`src/rtl/rr_fifo_arbiter.sv`:
```
// ---------------------------------------------------------------------------
// rr_fifo_arbiter
//
// Round-robin arbiter that merges num_req_p valid/ready requester streams into
// a single stream feeding a downstream FIFO. A grant holds one owner for up to
// burst_p beats. The grant ends early if the owner drops valid. Every release
// is followed by exactly one idle (bubble) cycle before the next grant. The
// search for the next owner starts one past the last owner.
//
// Ports
//   clk_i        in   clock, rising-edge
//   reset_n_i    in   asynchronous active-low reset
//   req_valid_i  in   [num_req_p]            per-requester valid
//   req_data_i   in   [num_req_p][width_p]   per-requester data
//   req_ready_o  out  [num_req_p]            per-requester ready (at most one set)
//   valid_o      out  valid toward downstream FIFO
//   data_o       out  [width_p] data toward downstream FIFO
//   id_o         out  [clog2(num_req_p)] index of requester sourcing data_o
//   ready_i      in   downstream FIFO ready (not full)
// ---------------------------------------------------------------------------
module rr_fifo_arbiter #(
    parameter int num_req_p = 4,
    parameter int width_p   = 8,
    parameter int burst_p   = 4
) (
    input  logic                                clk_i,
    input  logic                                reset_n_i,
    input  logic [num_req_p-1:0]                req_valid_i,
    input  logic [num_req_p-1:0][width_p-1:0]   req_data_i,
    output logic [num_req_p-1:0]                req_ready_o,
    output logic                                valid_o,
    output logic [width_p-1:0]                  data_o,
    output logic [$clog2(num_req_p)-1:0]        id_o,
    input  logic                                ready_i
);

    localparam int IW = $clog2(num_req_p);
    localparam int CW = $clog2(burst_p) + 1;
    localparam logic [CW-1:0] BEAT_LAST = CW'(burst_p - 1);

    typedef enum logic {
        ST_IDLE,
        ST_BUSY
    } state_t;

    state_t          state_reg;
    logic [IW-1:0]   owner_reg;
    logic [IW-1:0]   rr_ptr_reg;
    logic [CW-1:0]   beat_cnt_reg;

    // Request vector rotated so that bit 0 is the requester at rr_ptr. The
    // index sum is IW bits wide, so it wraps modulo num_req_p for free
    // (num_req_p is a power of two).
    logic [num_req_p-1:0] rot_valid;

    genvar gi;
    generate
        for (gi = 0; gi < num_req_p; gi++) begin : g_rot
            assign rot_valid[gi] = req_valid_i[rr_ptr_reg + IW'(gi)];
        end
    endgenerate

    // Lowest set bit of the rotated vector, mapped back to a requester index.
    logic [IW-1:0] sel_offset;
    logic          sel_found;
    logic [IW-1:0] sel_idx;

    always_comb begin
        sel_offset = '0;
        sel_found  = 1'b0;
        for (int i = 0; i < num_req_p; i++) begin
            if (!sel_found && rot_valid[i]) begin
                sel_offset = IW'(i);
                sel_found  = 1'b1;
            end
        end
    end

    assign sel_idx = rr_ptr_reg + sel_offset;

    // Beat and release decisions for the current owner.
    logic busy;
    logic owner_valid;
    logic beat_xfer;
    logic last_beat;
    logic release_now;

    assign busy        = (state_reg == ST_BUSY);
    assign owner_valid = req_valid_i[owner_reg];
    assign beat_xfer   = busy && owner_valid && ready_i;
    assign last_beat   = (beat_cnt_reg == BEAT_LAST);
    // An owner that drops valid gives up the grant immediately, without a
    // transfer in that cycle.
    assign release_now = busy && (!owner_valid || (beat_xfer && last_beat));

    // Outputs are a combinational mux of the owner's stream while busy. In
    // idle, and therefore also during reset, they are all driven to zero.
    assign valid_o = busy && owner_valid;
    assign data_o  = busy ? req_data_i[owner_reg] : '0;
    assign id_o    = busy ? owner_reg : '0;

    // Only the owner sees the downstream ready, so req_ready_o is one-hot or zero.
    generate
        for (gi = 0; gi < num_req_p; gi++) begin : g_ready
            assign req_ready_o[gi] = busy && (owner_reg == IW'(gi)) && ready_i;
        end
    endgenerate

    always_ff @(posedge clk_i or negedge reset_n_i) begin
        if (!reset_n_i) begin
            state_reg    <= ST_IDLE;
            owner_reg    <= '0;
            rr_ptr_reg   <= '0;
            beat_cnt_reg <= '0;
        end else begin
            case (state_reg)
                ST_IDLE: begin
                    if (sel_found) begin
                        owner_reg    <= sel_idx;
                        beat_cnt_reg <= '0;
                        state_reg    <= ST_BUSY;
                    end
                end
                ST_BUSY: begin
                    if (release_now) begin
                        // The next search starts just past the releasing
                        // owner. The IDLE cycle that follows is the bubble.
                        state_reg  <= ST_IDLE;
                        rr_ptr_reg <= owner_reg + IW'(1);
                    end else if (beat_xfer) begin
                        beat_cnt_reg <= beat_cnt_reg + CW'(1);
                    end
                end
                default: state_reg <= ST_IDLE;
            endcase
        end
    end

endmodule
```
`config.mk`:
```
export PLATFORM = sky130hd
export DESIGN_NAME = rr_fifo_arbiter
export DESIGN_NICKNAME = d
export VERILOG_FILES = /design/src/rtl/rr_fifo_arbiter.sv
export SDC_FILE = /design/constraint.sdc
export NUM_CORES = 1
export LEC_CHECK = 0
export BUFFER_PORTS_ARGS = -buffer_cell sky130_fd_sc_hd__clkbuf_2
export CORE_MARGIN = 2
export CORE_UTILIZATION = 39
export DETAILED_ROUTE_END_ITERATION = 10
export GPL_ROUTABILITY_DRIVEN = 0
export PLACE_DENSITY = 0.71
export SETUP_SLACK_MARGIN = 0.05
export SKIP_CTS_REPAIR_TIMING = 1
export SYNTH_ARGS = -nofsm -noshare
export SYNTH_HDL_FRONTEND = slang
export SYNTH_SLANG_ARGS = --single-unit
```
`constraint.sdc`:
```
create_clock -name clk_i -period 3.25 [get_ports clk_i]
set_clock_uncertainty 0.15 [all_clocks]
set_input_delay 0.1625 -clock clk_i [delete_from_list [all_inputs] [get_ports clk_i]]
set_output_delay 0.1625 -clock clk_i [all_outputs]
set_load 0.02 [all_outputs]
```
## Word-level counts from Yosys, hierarchy flattened

Index checks and enable logic that the tools add are counted.

- Logic and storage cells: 75
- Input bits: 39
- Register bits after elaboration: 8

- Add/subtract/negate cells: 6
- Muxes and demuxes: 28
- Equality and inequality tests: 7
- Reduce and logical (&&, ||, !) cells: 24
- Magnitude comparators: 5
- Bitwise gates (word level): 1

Operators by type and width:

| kind | count |
|---|---|
| $bmux W8 S2 | 1 |
| $mux W8 | 2 |
| $logic_and A1 B1 Y1 | 15 |
| $lt A2 B3 Y1 const B | 5 |
| $mux W1 | 12 |
| $bmux W1 S2 | 5 |
| $mux W3 | 3 |
| $mux W2 | 3 |
| $pmux W3 S2 | 1 |
| $add A2 B1 Y2 const B | 2 |
| $add A2 B2 Y2 const B | 2 |
| $eq A2 B2 Y1 const B | 2 |
| $logic_not A1 Y1 | 4 |
| $ne A2 B2 Y1 const B | 2 |
| $reduce_and A2 Y1 | 2 |
| $add A3 B1 Y3 const B | 1 |
| $eq A3 B2 Y1 const B | 1 |
| $reduce_and A3 Y1 | 1 |
| $add A2 B2 Y2 | 1 |
| $eq A2 B1 Y1 const B | 1 |
| $logic_not A2 Y1 | 1 |
| $ne A2 B1 Y1 const B | 1 |
| $pmux W1 S2 | 1 |
| $logic_or A1 B1 Y1 | 1 |
| $not A1 Y1 | 1 |

## Depth between registers and ports, before layout

Gate-level depths: netlist of run 1.

- Word-level depth: 14
- Gate-level depth with buffers: 10
- Gate-level depth less buffers: 9

## Least setup slack after synthesis of run 1

Ideal clock, no wire load.

- Kind: register -> register
- Start point: register rr_ptr_reg[0]
- End point: register owner_reg[1]
- Setup time: 0.133 ns
- Stages on the path, launching flop included: 9
- Setup slack: 1.398 ns
- Arrival time: 1.569 ns
- Path through: dfrtp_1 -> buf_2 -> or3_1 -> o221ai_1 -> ha_1 -> inv_1 -> nand3_1 -> nor4b_1 -> a211oi_1

- Cells in the longest elaborated chain, start to end: 13
- Elaborated cells between the ends (all ways): 26
- Classes of those cells: 4 x add/sub; 15 x mux; 7 x reduce/logical

Ends and longest elaborated chain:

| item | line | source |
|---|---|---|
| start: declaration | 48 | `logic [IW-1:0] rr_ptr_reg;` |
| start signal: assignment | 129 | `rr_ptr_reg <= owner_reg + IW'(1);` |
| parallel branches: the longest is 13 deep, another holds $add A2 B1 Y2 | - |  |
| end signal: assignment | 119 | `owner_reg <= sel_idx;` |
| end: declaration | 47 | `logic [IW-1:0] owner_reg;` |

Several ways; the timed one is not identified. The select of a mux whose other input is x is not followed.
A chain may end at the register's enable or synchronous reset.

## Worst setup path in the final report of run 1

- Start point: register owner_reg[0]
- End point: output port valid_o

- Cells in the longest elaborated chain, start to end: 3

Ends and longest elaborated chain:

| item | line | source |
|---|---|---|
| $bmux W1 S2 | 89 | `assign owner_valid = req_valid_i[owner_reg];` |
| $mux W1 (not written as such) | 89 |  |
| $logic_and A1 B1 Y1 | 98 | `assign valid_o = busy && owner_valid;` |
| end: declaration | 31 | `output logic valid_o,` |

No other way between the ends. The select of a mux whose other input is x is not followed.

==> results of run 1 <==
placed cells by master (no fill, tap or decap):
| master | netlist | layout |
|---|---|---|
| a21boi_2 | 1 | 1 |
| or2_1 | 1 | 1 |
| dlygate4sd3_1 | 0 | 1 |
| mux2i_1 | 2 | 2 |
| mux4_1 | 1 | 1 |
| o21ai_0 | 5 | 5 |
| mux2_2 | 1 | 1 |
| o221ai_1 | 2 | 2 |
| ha_1 | 7 | 7 |
| inv_1 | 7 | 7 |
| and2_1 | 13 | 13 |
| clkbuf_2 | 0 | 53 |
| a21oi_1 | 1 | 1 |
| or3_1 | 1 | 1 |
| mux4_2 | 8 | 8 |
| nand3b_1 | 1 | 1 |
| nand4b_1 | 1 | 1 |
| nand2b_1 | 1 | 1 |
| nor4_1 | 1 | 1 |
| nand3_1 | 4 | 4 |
| mux2_1 | 1 | 1 |
| o31ai_1 | 1 | 1 |
| a211oi_1 | 2 | 2 |
| and3_1 | 4 | 4 |
| dfrtp_1 | 8 | 8 |
| nor4b_1 | 1 | 1 |
| clkbuf_4 | 0 | 3 |
| nor3b_1 | 1 | 1 |
| nor2_1 | 1 | 1 |
| xnor2_1 | 1 | 1 |
| nand2_1 | 4 | 4 |
worst reg2reg max path: stages, from the launching register on:
cell and delay, ns:
dfrtp_1 0.77, mux4_2 0.62, a21boi_2 0.19, mux2_1 0.34
through the flow:
step / hold WS [ns] / instances / setup WS, ns / utilization, % / instance area [um2]
floorplan: -0.283 / 87 / 1.40 / - / 878
global placement: -0.135 / 163 / 1.10 / 53.3 / 1160
detailed placement: -0.124 / 163 / 1.04 / 53.3 / 1160
CTS: -0.406 / 166 / 0.888 / 54.3 / 1180
global route: 0.149 / 167 / 0.782 / 54.8 / 1190
finish: 0.125 / 167 / 0.935 / 54.8 / 1190
layer usage:
metal | global-route usage (%) | part of all wire [%]
met1 | 20.7 | 40
met3 | 6.14 | 10
met2 | 33.8 | 49
met4 | 6.58 | 1.3
met5 | 0 | 0
final cells by class:
type,instances,area share (%)
inverter,7,2.21
timing repair buffer,54,23.2
tap,28,2.95
clock buffer,3,1.89
sequential,8,16.8
multi-input combinational,67,52.9
synthesized netlist by cell type (2+ instances only):
cell type	count	area share, %
mux4_2	8	21
o21ai_0	5	2.8
nand2_1	4	1.7
a211oi_1	2	1.7
nand3_1	4	2.3
inv_1	7	3.0
and3_1	4	2.8
ha_1	7	10
mux2i_1	2	2.3
buf_2	3	1.7
o221ai_1	2	2.0
dfrtp_1	8	23
clkbuf_1	2	0.86
and2_1	13	9.3
worst paths after layout:
kind | endpoint | slack (ns) | from
max reg2reg | rr_ptr_reg[1] | 1.07 | owner_reg[0]
min in group clk_i | busy | 0.13 | ready_i
max | valid_o | 0.94 | owner_reg[0]
min reg2reg | beat_cnt_reg[0] | 0.35 | beat_cnt_reg[0]
min | beat_cnt_reg[2] | 0.12 | reset_n_i
max in group asynchronous | owner_reg[1] | 2.64 | reset_n_i
cells by family after synthesis:
logic type	synth area share, %
muxes	28.3
DFF	22.8
and+or+nand+nor	23.1
adders and majority gates	9.97
buffers and inverters	5.56
xor gates and xnor gates	0.997
AOI/OAI and AO/OA	9.26
report_power, final:
part	leakage (uW)	total [uW]	switching (uW)	internal (uW)
Sequential	0.0000981	265	122	143
Combinational	0.000498	635	311	324
Clock	0.0000138	83.1	40.4	42.7
==> results.sh, run 1 <==
export IMPL_report_final_slew_viol_count=0
export IMPL_nFillCells=206
export IMPL_avgViaCountPerCell=5.35
export IMPL_fin_crit_ns=2.31
export IMPL_grt_max_degree=20
export IMPL_die_y_um=51.5
export IMPL_cts_htree_levels=1
export IMPL_drv_cap=0
export IMPL_clock_root_buffer="clkbuf_4"
export IMPL_synth_edf_count=0
export IMPL_grt_util_all_layers_pct=18.9
export IMPL_crit_cells=3
export IMPL_fp_coreArea_um2=2170
export IMPL_hold_class="in2async"
export IMPL_setup_worst_path_end_class="output port"
export IMPL_syn_to_final_growth_pct=35.3
export IMPL_path_buf_inv=1
export IMPL_drc=0
export IMPL_p_total_uw=983
export IMPL_crit_fanout=15
export IMPL_cp_required_ns=2.94
export IMPL_async_flop_share_pct=100
export IMPL_rows=17
export IMPL_die_area_um2=2650
export IMPL_via_count=894
export IMPL_clk_pin_slew_ns=0.06
export IMPL_drt_antenna_violating_nets=0
export IMPL_syn_avg_cell_area_um2=10.1
export IMPL_cp_cell_sequence="mux4_2 -> and2_1 -> clkbuf_2"
export IMPL_clock_sinks=8
export IMPL_synth_ff_type="dfrtp_1"
export IMPL_cts_max_path_buffers=2
export IMPL_slew_limit_headroom_pct=55.8
export IMPL_p_per_area_nw_per_um2=827
export IMPL_synthesis_area_um2=878
export IMPL_path_delay_family="flip-flops"
export IMPL_grt_pass1_vias=806
export IMPL_seq_area_um2=200
export IMPL_drt_first_pass_iters=4
export IMPL_crit_arrival_ns=2.00
export IMPL_period_share_pct=71.2
export IMPL_io_buffer_count=53
export IMPL_hold_viol=0
export IMPL_io_pins=54
export IMPL_worstSetupPathType="reg2out"
export IMPL_reg2regPathDepth=3
export IMPL_drive_above_1_share_pct=47.5
export IMPL_p_leak_uw=0.000610
export IMPL_post_drt_wl_per_cell_um=14.1
export IMPL_yosysWarnings=0
export IMPL_antenna_found_initial=0
export IMPL_ys_seq_area_share_pct=22.8
export IMPL_rsz0062_at_grt="false"
export IMPL_cpMaxStageDelayCell="dfrtp_1"
export IMPL_numCtsBuffers=3
export IMPL_totalWireLength_um=2360
export IMPL_fin_tns_setup_ns=0
export IMPL_tightest_slew_ns=0.664
export IMPL_max_stage_delay_ns=0.77
export IMPL_die_width_um=51.5
export IMPL_setup_viol=0
export IMPL_fmax_mhz=432
export IMPL_largest_reg_flops=3
export IMPL_first_iter_violations=15
export IMPL_initial_core_util_pct=40.5
export IMPL_gr_total_overflow=0
export IMPL_syn_nets=133
export IMPL_multi_input_area_um2=629
export IMPL_cts_tree="built"
export IMPL_final_net_count=187
export IMPL_dp_final_hpwl_um=1880
export IMPL_syn_instance_count=87
export IMPL_antenna_cells=0
export IMPL_synth_seq_cells=8
export IMPL_clkLatencyLatePin_ns=0.26
export IMPL_synth_cell_types=30
export IMPL_worstSetupStartpointType="flip-flop"
export IMPL_vdd_drop_max_mv=0.396
export IMPL_status="complete, no violations"
export IMPL_grt_first_pass_wirelength_um=3660
No activity file was read; power rests on OpenSTA's default activity.
==> run 2, diff against run 1 <==
==> constraint.sdc (replaced) <==
create_clock -name clk_i -period 2.2 [get_ports clk_i]
set_clock_uncertainty 0.15 [all_clocks]
set_input_delay 0.11 -clock clk_i [delete_from_list [all_inputs] [get_ports clk_i]]
set_output_delay 0.11 -clock clk_i [all_outputs]
set_load 0.02 [all_outputs]
==> run 2 against run 1 <==
Compared with the run above: cell area increased by 1.9%; clock power increased by 32%; flip-flop and latch count unchanged; hold slack got worse by 0.052 ns; sequential share of layout area decreased by 0.31 points; non-clock buffer count increased by 3; core utilization increased by 1.0 points; critical path depth increased by 6; via count increased by 1.0%; global-route usage decreased by 1.9 points.
==> results.sh, run 2 (synthesis results as in run 1) <==
export IMPL_antenna_cells=0
export IMPL_final_net_count=190
export IMPL_max_stage_delay_ns=0.48
export IMPL_gr_total_overflow=0
export IMPL_crit_fanout=9
export IMPL_avgViaCountPerCell=5.31
export IMPL_slew_limit_headroom_pct=72.0
export IMPL_drt_first_pass_iters=4
export IMPL_via_count=903
export IMPL_tightest_slew_ns=0.421
export IMPL_p_leak_uw=0.000624
export IMPL_placed_cells=166
export IMPL_worstSetupPathType="reg2reg"
export IMPL_nFillCells=205
export IMPL_drv_cap=0
export IMPL_final_common_cell="clkbuf_2"
export IMPL_grt_pass1_vias=831
export IMPL_clk_pin_slew_ns=0.06
export IMPL_numCtsBuffers=3
export IMPL_rsz0062_at_grt="false"
export IMPL_cts_max_path_buffers=2
export IMPL_initial_core_util_pct=40.5
export IMPL_grt_max_degree=20
export IMPL_final_cell_mix="clkbuf_2 (53), and2_1 (13), mux4_2 (8), dfrtp_1 (8)"
export IMPL_syn_to_final_growth_pct=37.9
export IMPL_clkLatencyLatePin_ns=0.25
export IMPL_first_iter_violations=7
export IMPL_drc=0
export IMPL_cp_cell_sequence="nand2b_1 -> o221ai_1 -> o21ai_0 -> o221ai_1 -> ha_1 -> inv_1 -> a21oi_1 -> nor4b_1 -> a211oi_1"
export IMPL_fin_cells=170
export IMPL_fp_coreArea_um2=2170
export IMPL_holdCritStartpoint="ready_i"
export IMPL_antenna_found_initial=0
export IMPL_setup_worst_path_end_class="flip-flop"
export IMPL_grt_first_pass_wirelength_um=3460
export IMPL_r2r_start="rr_ptr_reg[0]"
export IMPL_crit_top_cell="o221ai_1"
export IMPL_grt_util_all_layers_pct=17.0
export IMPL_fmax_mhz=511
export IMPL_fin_tns_setup_ns=0
export IMPL_cts_htree_levels=1
export IMPL_setup_viol=0
export IMPL_hold_class="in2reg"
export IMPL_worstSetupStartpointType="flip-flop"
export IMPL_fin_crit_ns=1.96
export IMPL_largest_reg_flops=3
export IMPL_startpoint="rr_ptr_reg[0]"
export IMPL_die_width_um=51.5
export IMPL_cpMaxStageDelayCell="dfrtp_1"
export IMPL_vdd_drop_max_mv=0.643
export IMPL_period_share_pct=88.9
export IMPL_rows=17
export IMPL_io_pins=54
export IMPL_totalWireLength_um=2100
export IMPL_clock_sinks=8
export IMPL_io_buffer_count=53
export IMPL_dp_final_hpwl_um=1820
export IMPL_die_area_um2=2650
export IMPL_crit_arrival_ns=1.93
export IMPL_die_y_um=51.5
export IMPL_p_per_area_nw_per_um2=1210
export IMPL_cts_tree="built"
export IMPL_status="complete, no violations"
export IMPL_clock_root_buffer="clkbuf_4"
export IMPL_report_final_slew_viol_count=0
export IMPL_cp_required_ns=2.18
export IMPL_post_drt_wl_per_cell_um=12.3
export IMPL_hold_viol=0
export IMPL_utilization_pct=55.8
export IMPL_drive_above_1_share_pct=48.6
export IMPL_drt_antenna_violating_nets=0
==> run 2: cell count changes in the layout (fill, tap and decap cells not counted), sizes merged <==
cell | previous run | this run
buf | 0 | 3
==> run 2: report_power, final <==
| part | internal [uW] | switching, uW | total, uW |
|---|---|---|---|
| Sequential | 213 | 97.0 | 310 |
| Clock | 62.3 | 47.5 | 110 |
| Combinational | 512 | 534 | 1050 |
==> run 2: final timing paths <==
check | to | slack, ns | cells after the start
setup reg to reg | owner_reg[1] | 0.24 | 9
min in group asynchronous | owner_reg[0] | 0.09 | 2
hold / removal | busy | 0.07 | 4
setup / recovery | owner_reg[1] | 0.24 | 9
hold reg to reg | beat_cnt_reg[2] | 0.34 | 2
max in group asynchronous | rr_ptr_reg[0] | 1.63 | 2
==> run 2: area by class of cell <==
cell class	instances	area [um2]	area share [%]
flip-flops and latches	8	200	16.5
inverters	7	26.3	2.17
multi-input cells	67	629	52.0
well taps	28	35.0	2.89
repair buffers	57	298	24.6
clock buffers	3	22.5	1.86
==> run 2: metrics by stage <==
stage / power (uW) / area [um2] / hold WS (ns) / worst slack [ns]
2_1_floorplan: 1080 / 878 / -0.336 / 0.348
3_3_place_gp: 1340 / 1180 / -0.183 / 0.348
3_5_place_dp: 1370 / 1180 / -0.183 / 0.247
4_1_cts: 1490 / 1200 / -0.449 / 0.229
5_1_grt: 1610 / 1210 / 0.0913 / 0.0763
6_report: 1470 / 1210 / 0.0726 / 0.244
==> run 2: layer usage <==
layer  up-vias  share of wire [%]  global-route usage [%]
met3         0                 11                    6.14
met4         0                  0                    1.32
met2        46                 52                    33.1
li1        432                  -                       -
met5         -                  0                       0
met1       425                 37                    17.8
==> run 2: critical path, delay by kind of cell, from the launching register on <==
| kind | cells | cell delay (ns) |
|---|---|---|
| DFF | 1 | 0.48 |
| AOI/OAI and AO/OA | 5 | 0.46 |
| and+or+nand+nor | 2 | 0.44 |
| adders and majority gates | 1 | 0.19 |
| buffers and inverters | 1 | 0.10 |
==> run 3, diff against run 2 <==
==> constraint.sdc (replaced) <==
create_clock -name clk_i -period 2.4 [get_ports clk_i]
set_clock_uncertainty 0.15 [all_clocks]
set_input_delay 0.12 -clock clk_i [delete_from_list [all_inputs] [get_ports clk_i]]
set_output_delay 0.12 -clock clk_i [all_outputs]
set_load 0.02 [all_outputs]
==> run 3 against run 2 <==
Compared with the run above: routed wire length up 5.6%; via count down 0.33%; sequential share of layout area up 0.10 points; register-to-register slack better by 0.18 ns; largest power group unchanged; global-route usage up 1.0 points; combinational power down 9.5%; cell count down 0.59%; critical path depth down 5; first-iteration DRC count up 71%; cell area down 0.62%; clock-buffer cell count unchanged.
==> results.sh, run 3 (synthesis results as in run 1) <==
export IMPL_clkLatencyLatePin_ns=0.26
export IMPL_drc=0
export IMPL_numCtsBuffers=3
export IMPL_hold_viol=0
export IMPL_syn_to_final_growth_pct=37.0
export IMPL_via_count=900
export IMPL_antenna_cells=0
export IMPL_initial_core_util_pct=40.5
export IMPL_crit_arrival_ns=1.80
export IMPL_period_share_pct=86.3
export IMPL_clock_root_buffer="clkbuf_4"
export IMPL_clk_pin_slew_ns=0.06
export IMPL_report_final_slew_viol_count=0
export IMPL_status="complete, no violations"
export IMPL_dp_final_hpwl_um=1830
export IMPL_antenna_found_initial=0
export IMPL_fin_cells=169
export IMPL_p_leak_uw=0.000619
export IMPL_gr_total_overflow=0
export IMPL_final_net_count=189
export IMPL_post_drt_wl_per_cell_um=13.1
export IMPL_clock_sinks=8
export IMPL_placed_cells=165
export IMPL_setup_viol=0
export IMPL_totalWireLength_um=2210
export IMPL_cts_htree_levels=1
export IMPL_hold_ws_ns=0.0793
export IMPL_dp_slack_ns=0.431
export IMPL_tightest_slew_ns=0.441
export IMPL_fin_crit_ns=2.07
export IMPL_grt_util_all_layers_pct=18.0
export IMPL_die_area_um2=2650
export IMPL_cpMaxStageDelayCell="mux4_1"
export IMPL_crit_fanout=14
export IMPL_rows=17
export IMPL_fp_coreArea_um2=2170
export IMPL_avgViaCountPerCell=5.33
export IMPL_vdd_drop_max_mv=0.632
export IMPL_drt_first_pass_iters=4
export IMPL_drv_cap=0
export IMPL_die_y_um=51.5
export IMPL_io_pins=54
export IMPL_cp_required_ns=2.13
export IMPL_finalWorstSetupSlack_ns=0.330
export IMPL_grt_pass1_vias=841
export IMPL_final_cell_mix="clkbuf_2 (53), and2_1 (13), mux4_2 (8), dfrtp_1 (8)"
export IMPL_io_buffer_count=53
export IMPL_cts_tree="built"
export IMPL_max_stage_delay_ns=0.58
export IMPL_first_iter_violations=12
export IMPL_largest_reg_flops=3
export IMPL_final_common_cell="clkbuf_2"
export IMPL_worstSetupStartpointType="flip-flop"
export IMPL_drive_above_1_share_pct=48.2
export IMPL_fin_tns_setup_ns=0
export IMPL_worstSetupPathType="reg2out"
export IMPL_p_per_area_nw_per_um2=1110
export IMPL_fmax_mhz=483
export IMPL_slew_limit_headroom_pct=70.6
export IMPL_grt_max_degree=20
export IMPL_setup_worst_path_end_class="output port"
export IMPL_drt_antenna_violating_nets=0
export IMPL_p_total_uw=1340
export IMPL_die_width_um=51.5
export IMPL_cp_cell_sequence="buf_4 -> mux4_1 -> and2_1 -> clkbuf_2"
export IMPL_cts_max_path_buffers=2
export IMPL_grt_first_pass_wirelength_um=3610
export IMPL_rsz0062_at_grt="false"
export IMPL_hold_class="in2async"
==> run 3: power breakdown <==
| part | internal [uW] | leakage [uW] | switching (uW) |
|---|---|---|---|
| Sequential | 195 | 0.0000981 | 85.1 |
| Clock | 57.4 | 0.0000138 | 49.0 |
| Combinational | 457 | 0.000507 | 493 |
==> run 3: cell type report <==
cell class	instances	area (um2)
fillers	197	966
multi-input cells	67	629
repair buffers	56	290
flip-flops and latches	8	200
well taps	28	35.0
inverters	7	26.3
clock buffers	3	22.5
==> run 3: final timing paths <==
check	startpoint	slack (ns)	endpoint	cells after the start
worst min register to register	beat_cnt_reg[1]	0.36	beat_cnt_reg[1]	2
worst max register to register	rr_ptr_reg[0]	0.42	owner_reg[1]	9
worst min-delay path	reset_n_i	0.08	beat_cnt_reg[0]	2
min in group clk_i	ready_i	0.08	busy	4
worst max-delay path	owner_reg[0]	0.33	data_o[7]	4
max in group asynchronous	reset_n_i	1.83	rr_ptr_reg[0]	2
==> run 3: metal layers <==
metal / wire length, um / vias up / global-route usage (%)
met3: 211 / 2 / 6.73
met5: 0 / - / 0
met4: 29 / 0 / 3.51
li1: - / 429 / -
met1: 856 / 421 / 18.7
met2: 1110 / 48 / 34.2
==> run 3: worst max-delay path: cells and delay by family, from the launching register on <==
family | cells | cell delay, ns
muxes | 1 | 0.58
DFF | 1 | 0.39
buffers and inverters | 2 | 0.41
and+or+nand+nor | 1 | 0.17
==> run 3: metrics by stage <==
step | instance area [um2] | utilization, %
3_5_place_dp | 1170 | 54.0
2_1_floorplan | 878 | -
3_3_place_gp | 1170 | 54.0
5_1_grt | 1200 | 55.5
6_report | 1200 | 55.5
4_1_cts | 1190 | 55.0
